## config.mk

```make
export PLATFORM = sky130hd
export DESIGN_NAME = life_display_scan
export DESIGN_NICKNAME = d
export VERILOG_FILES = /design/src/rtl/life_pkg.sv /design/src/rtl/row_popcount.sv /design/src/rtl/life_display_scan.sv
export SDC_FILE = /design/constraint.sdc
export NUM_CORES = 1
export LEC_CHECK = 0
export ABC_AREA = 1
export CAP_MARGIN = 20
export CELL_PAD_IN_SITES_DETAIL_PLACEMENT = 0
export CELL_PAD_IN_SITES_GLOBAL_PLACEMENT = 2
export CORE_AREA = 2 2 138 140
export CTS_CLUSTER_SIZE = 25
export DETAILED_ROUTE_END_ITERATION = 10
export DIE_AREA = 0 0 140 142
export PLACE_DENSITY = 0.91
export SYNTH_ARGS = -nofsm -noshare
export SYNTH_HDL_FRONTEND = slang
export SYNTH_SLANG_ARGS = --single-unit
```

## constraint.sdc

```tcl
create_clock -name clock -period 7.5 [get_ports clock]
set_input_delay 1.5 -clock clock [delete_from_list [all_inputs] [get_ports clock]]
set_output_delay 1.5 -clock clock [all_outputs]
set_load 0.02 [all_outputs]
```

## src/rtl/life_pkg.sv

```systemverilog
// Shared types and helpers for the Game-of-Life LED matrix scanner.
package life_pkg;

  localparam int unsigned DEF_ROWS  = 8;
  localparam int unsigned DEF_COLS  = 8;
  localparam int unsigned MAX_DIM   = 16;
  localparam int unsigned GRID_BITS = MAX_DIM * MAX_DIM;

  typedef enum logic [1:0] {
    IDLE,
    LATCH,
    SCAN,
    STEP
  } state_t;

  // Row r of a packed grid occupies bits r*cols .. r*cols+cols-1; bits above cols are zero.
  function automatic logic [MAX_DIM-1:0] get_row(input logic [GRID_BITS-1:0] cells,
                                                 input int unsigned cols,
                                                 input int unsigned row);
    logic [MAX_DIM-1:0] bits;
    logic [7:0]         idx;
    bits = '0;
    for (int unsigned c = 0; c < MAX_DIM; c++) begin
      if (c < cols) begin
        idx          = 8'(row * cols + c);
        bits[4'(c)] = cells[idx];
      end
    end
    return bits;
  endfunction

endpackage

```

## src/rtl/row_popcount.sv

```systemverilog
// Combinational live-cell count of one grid row.
module row_popcount #(
  parameter int unsigned COLS = 8
) (
  input  logic [COLS-1:0]            bits,
  output logic [$clog2(COLS+1)-1:0]  count
);

  localparam int unsigned CW = $clog2(COLS + 1);

  always_comb begin
    count = CW'($countones(bits));
  end

endmodule

```

## src/rtl/life_display_scan.sv

```systemverilog
// Snapshots the life grid each generation, row-scans it onto an LED matrix,
// pulses gen_step after FRAMES_PER_GEN frames and reports population/extinct/still.
module life_display_scan
  import life_pkg::*;
#(
  parameter int unsigned ROWS           = DEF_ROWS,
  parameter int unsigned COLS           = DEF_COLS,
  parameter int unsigned DWELL          = 4,
  parameter int unsigned FRAMES_PER_GEN = 2
) (
  input  logic                               clock,
  input  logic                               reset_n,
  input  logic                               enable,
  input  logic [ROWS*COLS-1:0]               grid,
  output logic [ROWS-1:0]                    row_sel,
  output logic [COLS-1:0]                    col_data,
  output logic                               gen_step,
  output logic [$clog2(ROWS*COLS+1)-1:0]     population,
  output logic                               extinct,
  output logic                               still
);

  localparam int unsigned CELLS = ROWS * COLS;
  localparam int unsigned PW    = $clog2(CELLS + 1);
  localparam int unsigned CW    = $clog2(COLS + 1);
  localparam int unsigned RW    = $clog2(ROWS);
  localparam int unsigned DW    = (DWELL > 1) ? $clog2(DWELL) : 1;
  localparam int unsigned FW    = (FRAMES_PER_GEN > 1) ? $clog2(FRAMES_PER_GEN) : 1;

  state_t            state, state_next;
  logic [RW-1:0]     row_idx;
  logic [DW-1:0]     dwell_cnt;
  logic [FW-1:0]     frame_cnt;
  logic [PW-1:0]     acc, acc_sum;
  logic [CELLS-1:0]  snapshot;
  logic              have_prev;
  logic [COLS-1:0]   cur_row;
  logic [CW-1:0]     row_count;
  logic              row_end, frame_end, gen_end, add_now;

  assign cur_row = COLS'(get_row(GRID_BITS'(snapshot), COLS, 32'(row_idx)));

  row_popcount #(.COLS(COLS)) u_row_popcount (
    .bits  (cur_row),
    .count (row_count)
  );

  assign row_end   = (dwell_cnt == DW'(DWELL - 1));
  assign frame_end = row_end && (row_idx == RW'(ROWS - 1));
  assign gen_end   = frame_end && (frame_cnt == FW'(FRAMES_PER_GEN - 1));
  assign add_now   = (dwell_cnt == '0) && (frame_cnt == '0);
  // acc_sum already includes the row on screen, so committing it at frame end is a full count for any DWELL.
  assign acc_sum   = acc + (add_now ? PW'(row_count) : PW'(0));

  always_ff @(posedge clock or negedge reset_n) begin
    if (!reset_n) state <= IDLE;
    else          state <= state_next;
  end

  always_comb begin
    state_next = state;
    case (state)
      IDLE:    if (enable) state_next = LATCH;
      LATCH:   state_next = enable ? SCAN : IDLE;
      SCAN: begin
        if (!enable)      state_next = IDLE;
        else if (gen_end) state_next = STEP;
      end
      STEP:    state_next = enable ? LATCH : IDLE;
      default: state_next = IDLE;
    endcase
  end

  always_comb begin
    row_sel  = '0;
    col_data = '0;
    gen_step = (state == STEP);
    if (state == SCAN) begin
      row_sel  = ROWS'(1) << row_idx;
      col_data = cur_row;
    end
  end

  always_ff @(posedge clock or negedge reset_n) begin
    if (!reset_n) begin
      row_idx    <= '0;
      dwell_cnt  <= '0;
      frame_cnt  <= '0;
      acc        <= '0;
      snapshot   <= '0;
      have_prev  <= 1'b0;
      population <= '0;
      extinct    <= 1'b0;
      still      <= 1'b0;
    end else begin
      case (state)
        IDLE: begin
          row_idx   <= '0;
          dwell_cnt <= '0;
          frame_cnt <= '0;
          acc       <= '0;
        end
        LATCH: begin
          if (enable) begin
            snapshot  <= grid;
            acc       <= '0;
            extinct   <= (grid == '0);
            still     <= have_prev && (grid == snapshot);
            have_prev <= 1'b1;
            row_idx   <= '0;
            dwell_cnt <= '0;
            frame_cnt <= '0;
          end
        end
        SCAN: begin
          if (enable) begin
            acc <= acc_sum;
            if (frame_end && (frame_cnt == '0)) population <= acc_sum;
            if (row_end) begin
              dwell_cnt <= '0;
              if (row_idx == RW'(ROWS - 1)) begin
                row_idx   <= '0;
                frame_cnt <= frame_cnt + 1'b1;
              end else begin
                row_idx <= row_idx + 1'b1;
              end
            end else begin
              dwell_cnt <= dwell_cnt + 1'b1;
            end
          end
        end
        default: ;
      endcase
    end
  end

endmodule

```

---- Word-level counts from Yosys, hierarchy flattened ----
Cells that the tools add are included.
operators by class
  bitwise logic cells ..................... 1
  reduce and logical (&&, ||, !) cells .... 15
  equal/unequal tests ..................... 12
  muxes and demuxes ....................... 42
  multipliers ............................. 0
  shift-type cells ........................ 1
  $add $sub $neg .......................... 18
  $lt $le $gt $ge ......................... 8
  div/mod/pow operators ................... 0
operators by type and width
  operator                                             count
  equality test 64 bit                                 1
  zero test 64 bit                                     1
  < comparator 7 x 9 -> 1 bit (second input constant)  7
  binary-select mux 1 bit (select 8 bit)               7
  adder 6 x 3 -> 7 bit (second input constant)         4
  case mux 7 bit (3 select lines)                      1
  two-way mux 8 bit                                    2
  adder 6 x 2 -> 7 bit (second input constant)         2
  two-way mux 2 bit                                    7
  two-way mux 7 bit                                    2
  two-way mux 1 bit                                    13
  adder 4 bit                                          3
  two-way mux 3 bit                                    4
  < comparator 6 x 9 -> 1 bit (second input constant)  1
  case mux 3 bit (3 select lines)                      1
  adder 1 x 1 -> 2 bit                                 4
  inequality test 2 bit (second input constant)        4
  case mux 2 bit (4 select lines)                      1
  left shift 1 x 3 -> 8 bit (first input constant)     1
  adder 6 x 1 -> 7 bit (second input constant)         1
  adder 7 x 4 -> 7 bit                                 1
  equality test 2 bit (second input constant)          3
  case mux 2 bit (3 select lines)                      1
  AND reduction 3 bit                                  2
  other kinds (17)                                     23
word-level totals
  memories ................................ 0
  input port bits ......................... 67
  latch bits .............................. 0
  ROM bits ................................ 0
  bits in writable memories ............... 0
  logic and storage cells ................. 107
  register bits after elaboration ......... 89

---- Longest topological paths before layout ----
Gate-level depths: netlist of the first run.
  word-level depth ........................ 10
  depth in mapped cells ................... 24

---- Modules after synthesis ----
From an unflattened synthesis of the first run, not the netlist that was laid out.
second synthesis, totals
  cell total of the unflattened synthesis .. 829
  area, all modules ....................... 5808.1 sq um
by module, submodules not included
  module             area each (sq um)  cells each  times used
  life_display_scan  5600.4             805         1
  row_popcount       207.7              24          1

---- Worst setup path after synthesis of the first run ----
No wires, ideal clock.
  kind .................................... reg2reg
  from .................................... register row_idx[0]
  to ...................................... register acc[5]
  arrival time ............................ 4.012 ns
  cell stages (with the launch flop) ...... 24
  required time ........................... 7.383 ns
  setup slack ............................. 3.370 ns
  path buffers ............................ 1
  cells stage by stage .................... dfrtp_1 inv_2 clkbuf_1 o21ai_0 o21ai_0 nand2_1 nand2_1 ha_1 inv_1 fa_1 fa_1 inv_1 ha_1 fa_1 inv_1 nor2_1 ha_1 a21oi_1 o21ai_0 nand2_1 nand2_1 a21o_1 nand3_1 nand2_1
on the way
  word-level cells in the longest chain between the ends .. 10
ends and longest elaborated chain
  item                                                RTL line                  source
  from (decl)                                         life_display_scan.sv:31   logic [RW-1:0] row_idx;
  from (signal assigned)                              life_display_scan.sv:125  row_idx <= row_idx + 1'b1;
  adder 6 x 1 -> 7 bit, or another cell as far along  life_pkg.sv:25            idx = 8'(row * cols + c);
  binary-select mux 1 bit (select 8 bit)              life_pkg.sv:26            bits[4'(c)] = cells[idx];
  two-way mux 1 bit (not written as such)             life_pkg.sv:26
  adder 1 x 1 -> 2 bit (not written as such)          row_popcount.sv:12        count = CW'($countones(bits));
  adder 4 bit (not written as such)                   row_popcount.sv:12
  adder 4 bit (not written as such) (*)               row_popcount.sv:12
  two-way mux 4 bit (*)                               life_display_scan.sv:53   assign acc_sum = acc + (add_now ? PW'(row_count) : PW'(0));
  adder 7 x 4 -> 7 bit (*)                            life_display_scan.sv:53
  two-way mux 7 bit (*)                               life_display_scan.sv:116  if (enable) begin
  case mux 7 bit (3 select lines) (*)                 life_display_scan.sv:96   case (state)
  to (signal assigned)                                life_display_scan.sv:117  acc <= acc_sum;
  to (decl)                                           life_display_scan.sv:34   logic [PW-1:0] acc, acc_sum;
Every way passes the cells marked *; elsewhere a longest branch is shown, timed or not. The select of a mux whose other input is x is not followed.
A chain may end at the register's enable or synchronous reset.

---- Worst setup path after layout of the first run ----
  from .................................... register row_idx[0]
  to ...................................... register population[6]
on the way
  word-level cells in the longest chain between the ends .. 8
ends and longest elaborated chain
  item                                                RTL line                  source
  adder 6 x 1 -> 7 bit, or another cell as far along  life_pkg.sv:25
  binary-select mux 1 bit (select 8 bit)              life_pkg.sv:26
  two-way mux 1 bit (not written as such)             life_pkg.sv:26
  adder 1 x 1 -> 2 bit (not written as such)          row_popcount.sv:12
  adder 4 bit (not written as such) (2 in a row)      row_popcount.sv:12
  two-way mux 4 bit                                   life_display_scan.sv:53
  adder 7 x 4 -> 7 bit                                life_display_scan.sv:53
  to (signal assigned)                                life_display_scan.sv:118  if (frame_end && (frame_cnt == '0)) population <= acc_sum;
  to (decl)                                           life_display_scan.sv:18   output logic [$clog2(ROWS*COLS+1)-1:0] population,
Parallel ways exist; a longest one is shown, timed or not. The select of a mux whose other input is x is not followed.

==> results.md, run 1 <==
* Area growth from synthesis to layout at 24.5%
* # port buffers at roughly 90
* Flip-flop and latch count after synthesis at 89
* Maximum ir drop on the vdd rail at 0.000197 V
* Gate count of the mapped netlist at between 800 and 900
* Final HPWL DP at 14700 um
* Number of rows created at floorplan at 50
* Total overflow reported by the global router at 0
* Htree depth at 3
* Slew at the pin closest to its max-slew limit at 0.988 ns
* N_diodes at 0
* Starting Density at between 30% and 40%
* Power spent charging and discharging nets at ~1.4 mW
* Detailed Route WL at 18700 um
* Setup TNS at 0 ns
* Min Hold Slack at between 0.4 and 0.5 ns
* Global-route wire length before repair at ~29000 um
* Worst-Skew Late Latency at approximately 0.35 ns
* Final setup violation count at 0
* Hold buffers post-CTS at 0
* Post-Syn Area per Cell at just under 7 um^2
* Total global-route track usage at 19.1%
* Count of unique library cells instantiated by Yosys at 31
* Leakage power of the design at between 3 and 4 nW
* Clk sink count at approximately 90
* Result of the run: finished with violations
* Fraction of registers with async set or reset after synthesis at between 90% and 100%
* Average vias per placed instance at ~4.7
* Cell-by-cell trace of the critical path: inv_2, a21oi_1, o21ai_0, nand2_1, nand2_1, nand2_1, ha_1, inv_1, fa_1, fa_1, inv_1, ha_1, fa_1, inv_1, nor2_1, ha_1, a21oi_1, o21ai_0, nand3_1, xnor2_1, nand2_1, nand2_1
* Sequential power share at 29.5%
* Post-synthesis adder-cell area fraction at under 10%
* Clock slew at reported path FFs at approximately 0.07 ns
* Cell taking the most area after synthesis: sky130_fd_sc_hd__dfrtp_1
* First-iteration detailed-routing DRC count at 419
* Proportion of netlist area held by the largest area contributor at 38.5%
* CP startpoint kind: flop
* Top post-synthesis cells by area: sky130_fd_sc_hd__dfrtp_1, sky130_fd_sc_hd__nand2_1, sky130_fd_sc_hd__inv_1
* Instance area at placement at just under 7000 um^2
* Die Area at approximately 20000 um^2
* Crit path arrival time at 5.68 ns
* Fmax at 185 MHz
* Final clock skew at between 0.008 and 0.009 ns
* Post-synthesis share of cell area spent on xor and xnor gates at under 10%
* Post-Synthesis Net Count at approximately 930
* Share of the synthesized area in compound gates (AO/OA/AOI/OAI) at between 10% and 20%
* Multiplexer share of the synthesized area at less than 1%
* Slew Viols, Final at 0
* Internal Power at about 1.6 mW
* Layout Cell Area excl Fill at just over 7000 um^2
* Count of pins on the block boundary at a little over 90
* Max Fanout on Critical Path at 38
* Share of post-route cells with drive strength above 1 at 3.70%
* Crit-path leading delay family: adder cells
* Count of vias placed by the detailed router at 5442
* Max Root-Sink Buffers at 2
* Crit path buf inv count at 4
* RD Place Congestion at between 0.9 and 1
* Width of the chip at 140 um
* Netlist Area Pre-Place at about 5800 um^2
* Unrepaired setup endpoints after global routing: false
* Height of the chip at about 140 um
* Most instantiated flip-flop cell in the synthesis netlist: sky130_fd_sc_hd__dfrtp_1
* Violations in the final reports: design-rule violations
* Number of synthesized flops with an enable pin at 0
* Cell at the slowest stage of the critical path: sky130_fd_sc_hd__dfrtp_1
* Worst min-delay path category: flop to flop
* Power density over cell area at 413 nW/um^2
* Worst rel slew slack at around 34%
* Total setup buffers inserted after CTS at 0
* Clock network fraction of design power at ~17%
* Via count of the first global-routing pass at 5111
* Synthesis Warnings at 0
* Net total in the final layout at between 1000 and 1500
* Share of the clock period used by the worst path after layout at a little under three quarters
* Critical path required time at 7.79 ns
* Final period demand of the worst path at around 5.4 ns
* Combinational family with the most area after synthesis: simple AND/OR/NAND/NOR gates
* Std-Cell Core Area at ~18000 um^2
* Type of destination of the critical path: flop
* Switching share of total power at between 40% and 50%
* TritonCTS Buffers at 9
* TritonCTS clock tree: built
* Share of total power in combinational logic at 53.9%
* Post-route antenna net violation count at 0
* Post-cts resize count at 0
* Root buffer cell: sky130_fd_sc_hd__clkbuf_16
* Delay contributed by the slowest stage of the critical path at approximately 0.99 ns
* Detailed Routing Iterations Pass 1 at 10
* Path type of the worst setup path: flop to flop
* Total of max-cap violations at 0
* Most frequent cell on the critical path: sky130_fd_sc_hd__nand2_1
* Final Hold Viols at 0
* Post-Synth Simple-Gate Area at between 20% and 30%
* Most frequent cell after synthesis: sky130_fd_sc_hd__nand2_1
* Residual DRC at 2
* Antenna violations before repair at 0
* Wire length per cell after detailed routing at 16.2 um
* Pin count of the biggest net entering global routing at between 80 and 90
* Register area share after synthesis at between 30 and 40%
* Synth cell count leaders: sky130_fd_sc_hd__nand2_1, sky130_fd_sc_hd__inv_1, sky130_fd_sc_hd__dfrtp_1, sky130_fd_sc_hd__o21ai_0, sky130_fd_sc_hd__nor2_1
-- stage by stage --
| stage | setup WS [ns] | power, mW | std cells | util, % |
|---|---|---|---|---|
| final | 2.11 | 2.98 | 1153 | 39.0 |
| after global routing | 1.65 | 3.31 | 1153 | 39.0 |
| after CTS | 2.12 | 3.00 | 1153 | 39.0 |
| after detailed placement | 2.14 | 2.50 | 1138 | 37.4 |
| after global placement | 2.26 | 2.48 | 1138 | 37.4 |
| after floorplan | 3.37 | 2.02 | 837 | - |
-- worst register-to-register path: cells and delay by family, from the launching register on --
family                     cells  cell delay [ns]
DFF                            1             0.99
buffers and inverters          4             0.65
adders and majority gates      6             2.16
xor gates and xnor gates       1             0.21
AOI/OAI and AO/OA              4             0.74
and+or+nand+nor                7             0.58
-- cell usage in the layout, fill, tap and decap left out, types with 14 or more instances in the layout --
cell	count
sky130_fd_sc_hd__o21ai_0	83
sky130_fd_sc_hd__nor2_1	62
sky130_fd_sc_hd__inv_1	139
sky130_fd_sc_hd__dfrtp_1	89
sky130_fd_sc_hd__ha_1	18
sky130_fd_sc_hd__nand4_1	17
sky130_fd_sc_hd__a21oi_1	35
sky130_fd_sc_hd__clkdlybuf4s50_1	91
sky130_fd_sc_hd__xnor2_1	14
sky130_fd_sc_hd__nand2_1	258
sky130_fd_sc_hd__o21ai_1	42
-- final cells by class --
type | count | area [um^2]
clock buffer | 12 | 246
clock inverter | 3 | 65.1
fill | 1976 | 11200
inverter | 143 | 537
multi-input combinational | 578 | 2900
sequential | 89 | 2230
tap | 234 | 293
timing repair buffer | 94 | 933
-- metal layers --
layer | share of wire [%] | routed length [um] | global-route usage, % | vias up
met5 | 0 | 0 | 0 | -
met4 | 0.84 | 156 | 4.25 | 0
met3 | 4.3 | 808 | 3.03 | 11
met2 | 45 | 8450 | 30.1 | 118
met1 | 50 | 9250 | 27.8 | 2542
li1 | - | - | - | 2771
-- registers in the layout, summed over array words and instances, names as in the netlist --
register	flops
snapshot	64
acc	7
population	7
row_idx	3
dwell_cnt	2
state	2
extinct	1
frame_cnt	1
have_prev	1
still	1
-- kinds of logic (layout without fill, tap and decap cells) --
| group | count (synthesis) | in the layout |
|---|---|---|
| and+or+nand+nor | 360 | 360 |
| AOI/OAI and AO/OA | 172 | 172 |
| xor gates and xnor gates | 19 | 19 |
| buffers and inverters | 170 | 252 |
| DFF | 89 | 89 |
| muxes | 4 | 4 |
| adders and majority gates | 23 | 23 |
-- power by group through the flow --
stage	Combinational, mW	Clock, mW	Sequential (mW)
2_1_floorplan	1.23	0	0.790
3_3_place_gp	1.61	0	0.878
3_5_place_dp	1.62	0	0.880
4_1_cts	1.63	0.504	0.873
5_1_grt	1.88	0.524	0.904
6_report	1.60	0.494	0.880
-- final timing paths --
check / cells after the start / slack, ns / start / end
max reg2reg: 22 / 2.11 / row_idx[0] / population[6]
min: 2 / 0.46 / have_prev / have_prev
min reg2reg: 2 / 0.46 / have_prev / have_prev
max in group asynchronous: 2 / 5.28 / reset_n / snapshot[55]
min in group asynchronous: 1 / 1.12 / reset_n / population[4]
max: 22 / 2.11 / row_idx[0] / population[6]
(Power assumes the default switching activity.)
==> run 2, diff against run 1 <==
CORE_AREA = 2 2 142 144   (was 2 2 138 140)
DIE_AREA = 0 0 144 146   (was 0 0 140 142)
PLACE_DENSITY = 0.87   (was 0.91)
clock period = 5.55 ns   (was 7.5 ns; I/O delays follow)
==> run 2 against run 1 <==
Net effect:
- critical path depth unchanged
- sequential share of layout area down 0.11 points
- final area increased by 0.36%
- non-clock buffer count rose by 2
- hold slack better by 0.00051 ns
- sequential cell count unchanged
- via count decreased by 0.62%
- sequential power rose by 31%
- largest power group unchanged
- the flow now finishes without violations
- highest routed layer unchanged
- fmax is 16% higher
- critical path type unchanged
- worst setup slack worse by 1.2 ns
- count of clock-buffer cells in the layout unchanged
- total power increased by 33%
==> results.md, run 2 (synthesis gave the netlist of run 1 again) <==
* Result of the run: complete, no violations
* Top flop regs: snapshot x64, acc x7, population x7
* Internal Power at 2.05 mW (+30%)
* Max reg flops at 64 (unchanged)
* Global-route wire length before repair at 29400 um (+1.9%)
* Detailed Routing Iterations Pass 1 at 5 (-5)
* Die Area at 21000 um^2 (+5.8%)
* Number of rows created at floorplan at 51 (+2.0%)
* Cell Count, Final, Fillers Out at 1187 (+2.9%)
* Critical Path Start: row_idx[0]
* Wire length per cell after detailed routing at 16.0 um (-1.0%)
* Beginning of the worst register-to-register path: row_idx[0]
* Power density over cell area at 549 nW/um^2 (+33%)
* Type of destination of the critical path: flop
* Width of the chip at 144 um (+2.9%)
* Power spent charging and discharging nets at 1.92 mW (+36%)
* Sequential power share at 28.9% (-0.6 points)
* TritonCTS clock tree: built
* Slew at the pin closest to its max-slew limit at 0.943 ns (-0.0450 ns)
* Htree depth at 3 (unchanged)
* Share of total power in combinational logic at 55.9% (+2.0 points)
* Total overflow reported by the global router at 0 (unchanged)
* Path type of the worst setup path: flop to flop
* RD Place Congestion at 0.878 (-3.7%)
* # port buffers at 92 (unchanged)
* Slew Viols, Final at 0 (unchanged)
* Cell at the slowest stage of the critical path: sky130_fd_sc_hd__fa_1
* Share of post-route cells with drive strength above 1 at 4.12% (+0.42 points)
* Count of pins on the block boundary at 93 (unchanged)
* Via count of the first global-routing pass at 5215 (+2.0%)
* Final setup violation count at 0 (unchanged)
* Cell-by-cell trace of the critical path: inv_2, a21oi_1, o21ai_0, o21ai_0, nand2_1, nand2_1, ha_1, inv_1, fa_1, fa_1, inv_1, ha_1, fa_1, inv_1, nor2_1, ha_1, a21oi_1, o21ai_0, nand3_1, xnor2_1, nand2_1, nand2_1
* N_diodes at 0 (unchanged)
* Starting Density at 29.9% (-1.4 points)
* Crit-path leading delay family: adder cells
* Final period demand of the worst path at 4.65 ns (-0.746 ns)
* Total global-route track usage at 18.6% (-0.51 points)
* Post-cts resize count at 0 (unchanged)
* Max Fanout on Critical Path at 38 (unchanged)
* Net total in the final layout at 1007 (+0.20%)
* Inst Count DP at 1171 (+2.9%)
* Busiest grt layer: met2
* Delay contributed by the slowest stage of the critical path at 0.51 ns (-0.48 ns)
* First-iteration detailed-routing DRC count at 455 (+8.6%)
* Post-route antenna net violation count at 0 (unchanged)
* Max Root-Sink Buffers at 2 (unchanged)
* Final HPWL DP at 14900 um (+0.97%)
* Total of max-cap violations at 0 (unchanged)
* Power Total at 3.97 mW (+33%)
* Root buffer cell: sky130_fd_sc_hd__clkbuf_16
* Antenna violations before repair at 0 (unchanged)
* Commonest cells after routing, fill and taps aside: sky130_fd_sc_hd__nand2_1, sky130_fd_sc_hd__inv_1, sky130_fd_sc_hd__clkdlybuf4s50_1
* Crit path arrival time at 4.95 ns (-0.73 ns)
* Height of the chip at 146 um (+2.8%)
* Crit path buf inv count at 4 (unchanged)
* Worst r2r dst: population[6]
* CP startpoint kind: flop
* Slack of the worst reg-to-reg path at 0.90 ns (-1.20 ns)
* Area growth from synthesis to layout at 24.9%
* Count of vias placed by the detailed router at 5408 (-0.62%)
* Std-Cell Core Area at 19300 um^2 (+4.8%)
* Fmax at 215 MHz (+16%)
* Instance area at placement at 6950 um^2 (+0.78%)
* Most common cell after layout, fill and taps aside: sky130_fd_sc_hd__nand2_1
* Hold buffers post-CTS at 0 (unchanged)
* Residual DRC at 0 (-2)
* Most frequent cell on the critical path: sky130_fd_sc_hd__nand2_1
* Clock network fraction of design power at 15.2% (-1.4 points)
* Switching share of total power at 48.4% (+1.1 points)
* GRT met2 Usage at 28.1% (-2.0 points)
* Final clock skew at 0.0101 ns (+0.00168 ns)
* Number of stages on the worst setup path at 22 (unchanged)
* Worst rel slew slack at 37.2% (+3.0 points)
* Worst min-delay path category: flop to flop
* Capture point of the critical path: population[6]
* TritonCTS Buffers at 9 (unchanged)
* Leakage power of the design at 3.55 nW (-0.31%)
* Share of the clock period used by the worst path after layout at 83.7% (+12 points)
* Critical path required time at 5.85 ns (-1.94 ns)
* Final Hold Viols at 0 (unchanged)
* Maximum ir drop on the vdd rail at 0.000293 V (+49%)
* Detailed Route WL at 19000 um (+1.9%)
* Worst-Skew Late Latency at 0.36 ns (about the same)
* Layout Cell Area excl Fill at 7230 um^2 (+0.36%)
* Clk sink count at 89 (unchanged)
* Clock slew at reported path FFs at 0.07 ns (about the same)
* Unrepaired setup endpoints after global routing: false
* Pin count of the biggest net entering global routing at 98 (+14%)
* Worst reg-to-reg path cell count at 22 (unchanged)
* Setup TNS at 0 ns (unchanged)
* Most flops, register: snapshot
* Fraction of met1 tracks used by global routing at 27.3% (-0.51 points)
* Average vias per placed instance at 4.56 (-3.5%)
* Total setup buffers inserted after CTS at 0 (unchanged)
* Grt met3 use at 2.24% (-0.79 points)
## run 2: cell count changes in the layout (fill, tap and decap cells not counted)
cell,before,now
sky130_fd_sc_hd__bufinv_16,2,0
sky130_fd_sc_hd__clkinvlp_4,0,3
sky130_fd_sc_hd__clkbuf_8,1,2
sky130_fd_sc_hd__buf_4,3,5
sky130_fd_sc_hd__clkbuf_1,2,1
## run 2: stage by stage
step	util (%)	worst slack, ns	hold slack, ns
2_1_floorplan	-	1.42	0.434
3_3_place_gp	35.9	0.907	0.446
3_5_place_dp	35.9	0.952	0.452
4_1_cts	37.4	0.919	0.468
5_1_grt	37.4	0.533	0.514
6_report	37.4	0.904	0.462
## run 2: worst min path at each step
stage               cells past startpoint         to      start  slack [ns]
floorplan                               2  have_prev  have_prev        0.43
global placement                        2  have_prev  have_prev        0.45
detailed placement                      2  have_prev  have_prev        0.45
CTS                                     2  have_prev  have_prev        0.47
global route                            2     acc[3]     acc[3]        0.51
finish                                  2  have_prev  have_prev        0.46
## run 2: power groups by stage
| stage | combinational, mW | clock [mW] | sequential (mW) |
|---|---|---|---|
| 2_1_floorplan | 1.66 | 0 | 1.07 |
| 3_3_place_gp | 2.24 | 0 | 1.15 |
| 3_5_place_dp | 2.25 | 0 | 1.15 |
| 5_1_grt | 2.59 | 0.645 | 1.18 |
| 4_1_cts | 2.25 | 0.618 | 1.14 |
| 6_report | 2.22 | 0.604 | 1.15 |
## run 2: per-layer routing
metal,part of all wire (%),vias up
li1,-,2768
met1,50,2467
met2,44,151
met3,4.5,22
met4,1.9,0
met5,0,-
## run 2: cell type report
cell class | count | area [um^2]
fill | 2090 | 12100
inverter | 143 | 537
clock inverter | 4 | 27.5
clock buffer | 12 | 256
tap | 265 | 332
sequential | 89 | 2230
timing repair buffer | 96 | 948
multi-input combinational | 578 | 2900
## run 2: tightest hold or removal path, delay by kind of cell (launching register included)
| kind | cells | cell delay [ns] |
|---|---|---|
| AND/OR/NAND/NOR | 1 | 0.05 |
| flip-flops | 1 | 0.34 |
| buffers and inverters | 1 | 0.04 |
==> run 3, diff against run 2 <==
clock period = 4.38 ns   (was 5.55 ns; I/O delays follow)
==> run 3 against run 2 <==
Net effect:
- global-route usage rose by 0.17 points
- first-iteration DRC count shrank 4.4%
- non-clock buffer count is 16 higher
- worst setup slack worse by 0.83 ns
- fmax rose by 8.0%
- critical path type unchanged
- highest routed layer unchanged
- sequential power increased by 28%
- via count rose by 2.2%
- final area rose by 4.1%
==> results.md, run 3 (synthesis gave the netlist of run 1 again) <==
* Most common cell after layout, fill and taps aside: sky130_fd_sc_hd__nand2_1
* Number of rows created at floorplan at 51 (unchanged)
* Htree depth at 3 (unchanged)
* Global-route wire length before repair at 29900 um (+1.5%)
* Via count of the first global-routing pass at 5318 (+2.0%)
* Type of destination of the critical path: flop
* Max reg flops at 64 (unchanged)
* Result of the run: complete, no violations
* Total of max-cap violations at 0 (unchanged)
* Crit-path leading delay family: adder cells
* Post-route antenna net violation count at 0 (unchanged)
* Antenna violations before repair at 0 (unchanged)
* Crit path buf inv count at 5 (+1)
* Final setup violation count at 0 (unchanged)
* Detailed Routing Iterations Pass 1 at 5 (unchanged)
* Max Fanout on Critical Path at 8 (-79%)
* Worst-Skew Late Latency at 0.36 ns (about the same)
* TritonCTS clock tree: built
* Crit path arrival time at 4.56 ns (-0.39 ns)
* Residual DRC at 0 (unchanged)
* Share of the clock period used by the worst path after layout at 98.3% (+15 points)
* Power density over cell area at 703 nW/um^2 (+28%)
* Layout Cell Area excl Fill at 7530 um^2 (+4.1%)
* Hold buffers post-CTS at 0 (unchanged)
* Root buffer cell: sky130_fd_sc_hd__clkbuf_16
* Height of the chip at 146 um (unchanged)
* Most frequent cell on the critical path: sky130_fd_sc_hd__nand2_1
* Clock slew at reported path FFs at 0.07 ns (about the same)
* Die Area at 21000 um^2 (unchanged)
* N_diodes at 0 (unchanged)
* Most flops, register: snapshot
* Std-Cell Core Area at 19300 um^2 (unchanged)
* Area growth from synthesis to layout at 30.1%
* Final Hold Viols at 0 (unchanged)
* Cell at the slowest stage of the critical path: sky130_fd_sc_hd__fa_1
* Total global-route track usage at 18.8% (+0.17 points)
* Delay contributed by the slowest stage of the critical path at 0.51 ns (about the same)
* Instance area at placement at 7050 um^2 (+1.5%)
* Net total in the final layout at 1023 (+1.6%)
* Detailed Route WL at 19500 um (+2.7%)
* Total overflow reported by the global router at 0 (unchanged)
* Unrepaired setup endpoints after global routing: true
* Slew Viols, Final at 0 (unchanged)
* Count of vias placed by the detailed router at 5526 (+2.2%)
* Critical path required time at 4.63 ns (-1.22 ns)
* Worst min-delay path category: flop to flop
* TritonCTS Buffers at 9 (unchanged)
* Final period demand of the worst path at 4.30 ns (-0.343 ns)
* Final HPWL DP at 15100 um (+1.5%)
* Max Root-Sink Buffers at 2 (unchanged)
* Starting Density at 29.9% (unchanged)
* RD Place Congestion at 0.858 (-2.3%)
* Fmax at 232 MHz (+8.0%)
* Top flop regs: snapshot x64, acc x7, population x7
* CP startpoint kind: flop
* Final clock skew at 0.00979 ns (-0.000334 ns)
* Fillers at 2091 (+0.048%)
* Wire length per cell after detailed routing at 16.2 um (+1.4%)
* Slew at the pin closest to its max-slew limit at 0.643 ns (-0.299 ns)
* Average vias per placed instance at 4.59 (+0.82%)
* Leakage power of the design at 3.68 nW (+3.7%)
* Pin count of the biggest net entering global routing at 58 (-41%)
* # port buffers at 92 (unchanged)
* Count of pins on the block boundary at 93 (unchanged)
* Clk sink count at 89 (unchanged)
* Maximum ir drop on the vdd rail at 0.000519 V (+77%)
* Worst rel slew slack at 57.1% (+20 points)
* Commonest cells after routing, fill and taps aside: sky130_fd_sc_hd__nand2_1, sky130_fd_sc_hd__inv_1, sky130_fd_sc_hd__clkdlybuf4s50_1
* Cell-by-cell trace of the critical path: clkinv_4, clkbuf_16, o21ai_4, o21ai_2, nand2_1, nand2_1, ha_2, inv_1, fa_2, fa_1, inv_1, ha_2, fa_1, inv_1, nor2_1, ha_1, a21oi_1, o21ai_1, nand2_1, nand2_1, a21o_1, nand3_1, nand2_1
* Path type of the worst setup path: flop to flop
* First-iteration detailed-routing DRC count at 435 (-4.4%)
* Width of the chip at 144 um (unchanged)
* Share of post-route cells with drive strength above 1 at 8.00% (+3.9 points)
* Final core occ at 38.9% (+1.5 points)
==> run 3: cell types whose count changed in the layout (fill, tap and decap cells not counted), sizes merged <==
cell,previous run,this run
buf,5,18
clkinv,1,4
clkinvlp,3,2
inv,143,144
==> run 3: timing repair <==
| item | 4_1_cts | 5_1_grt |
|---|---|---|
| resized for setup | 5 | 40 |
| setup buffers | 0 | 4 |
| gates cloned | 0 | 3 |
| pin swaps | 0 | 14 |
| endpoints found under the setup margin | 6 | 8 |
==> run 3: final cells by class <==
class	count	area [um^2]	area share [%]
inverters	143	546	7.25
flip-flops and latches	89	2230	29.6
repair buffers	112	1160	15.4
well taps	265	332	4.40
clock inverters	7	52.6	0.698
clock buffers	9	225	2.99
multi-input cells	578	2990	39.7
==> run 3: report_power, final <==
part / switching, mW / leakage [nW] / internal (mW)
sequential: 0.334 / 1.13 / 1.14
combinational: 1.87 / 2.41 / 1.20
clock: 0.369 / 0.137 / 0.390
total: 2.57 / 3.68 / 2.72
==> run 3: worst paths after layout <==
kind / from / to / slack [ns] / depth (start not counted)
min in group asynchronous: reset_n / population[6] / 0.53 / 1
hold reg to reg: have_prev / have_prev / 0.47 / 2
max in group asynchronous: reset_n / snapshot[5] / 3.01 / 2
setup / recovery: row_idx[0] / population[5] / 0.08 / 23
hold / removal: have_prev / have_prev / 0.47 / 2
setup reg to reg: row_idx[0] / population[5] / 0.08 / 23
==> run 3: routing by layer <==
metal,GRT usage (%),routed length (um),vias to the layer above,share of wire (%)
li1,-,-,2823,-
met1,27.9,9540,2556,49
met2,29.1,8930,132,46
met3,1.91,851,15,4.4
met4,4.85,218,0,1.1
met5,0,0,-,0
==> run 3: through the flow <==
stage	setup TNS (ns)	std cells	power [mW]	setup WS (ns)	hold WS [ns]
after global placement	-0.161	1180	4.35	-0.0476	0.447
after CTS	0	1196	5.14	0.0191	0.472
after global routing	-0.369	1203	5.86	-0.154	0.509
after detailed placement	-0.268	1180	4.36	-0.0673	0.456
final	0	1203	5.29	0.0762	0.470
after floorplan	0	837	3.46	0.250	0.434
==> run 3: worst min-delay path, delay by kind of cell (launching register included) <==
kind | cells | cell delay [ns]
flip-flops | 1 | 0.35
AND/OR/NAND/NOR | 1 | 0.05
buffers and inverters | 1 | 0.04
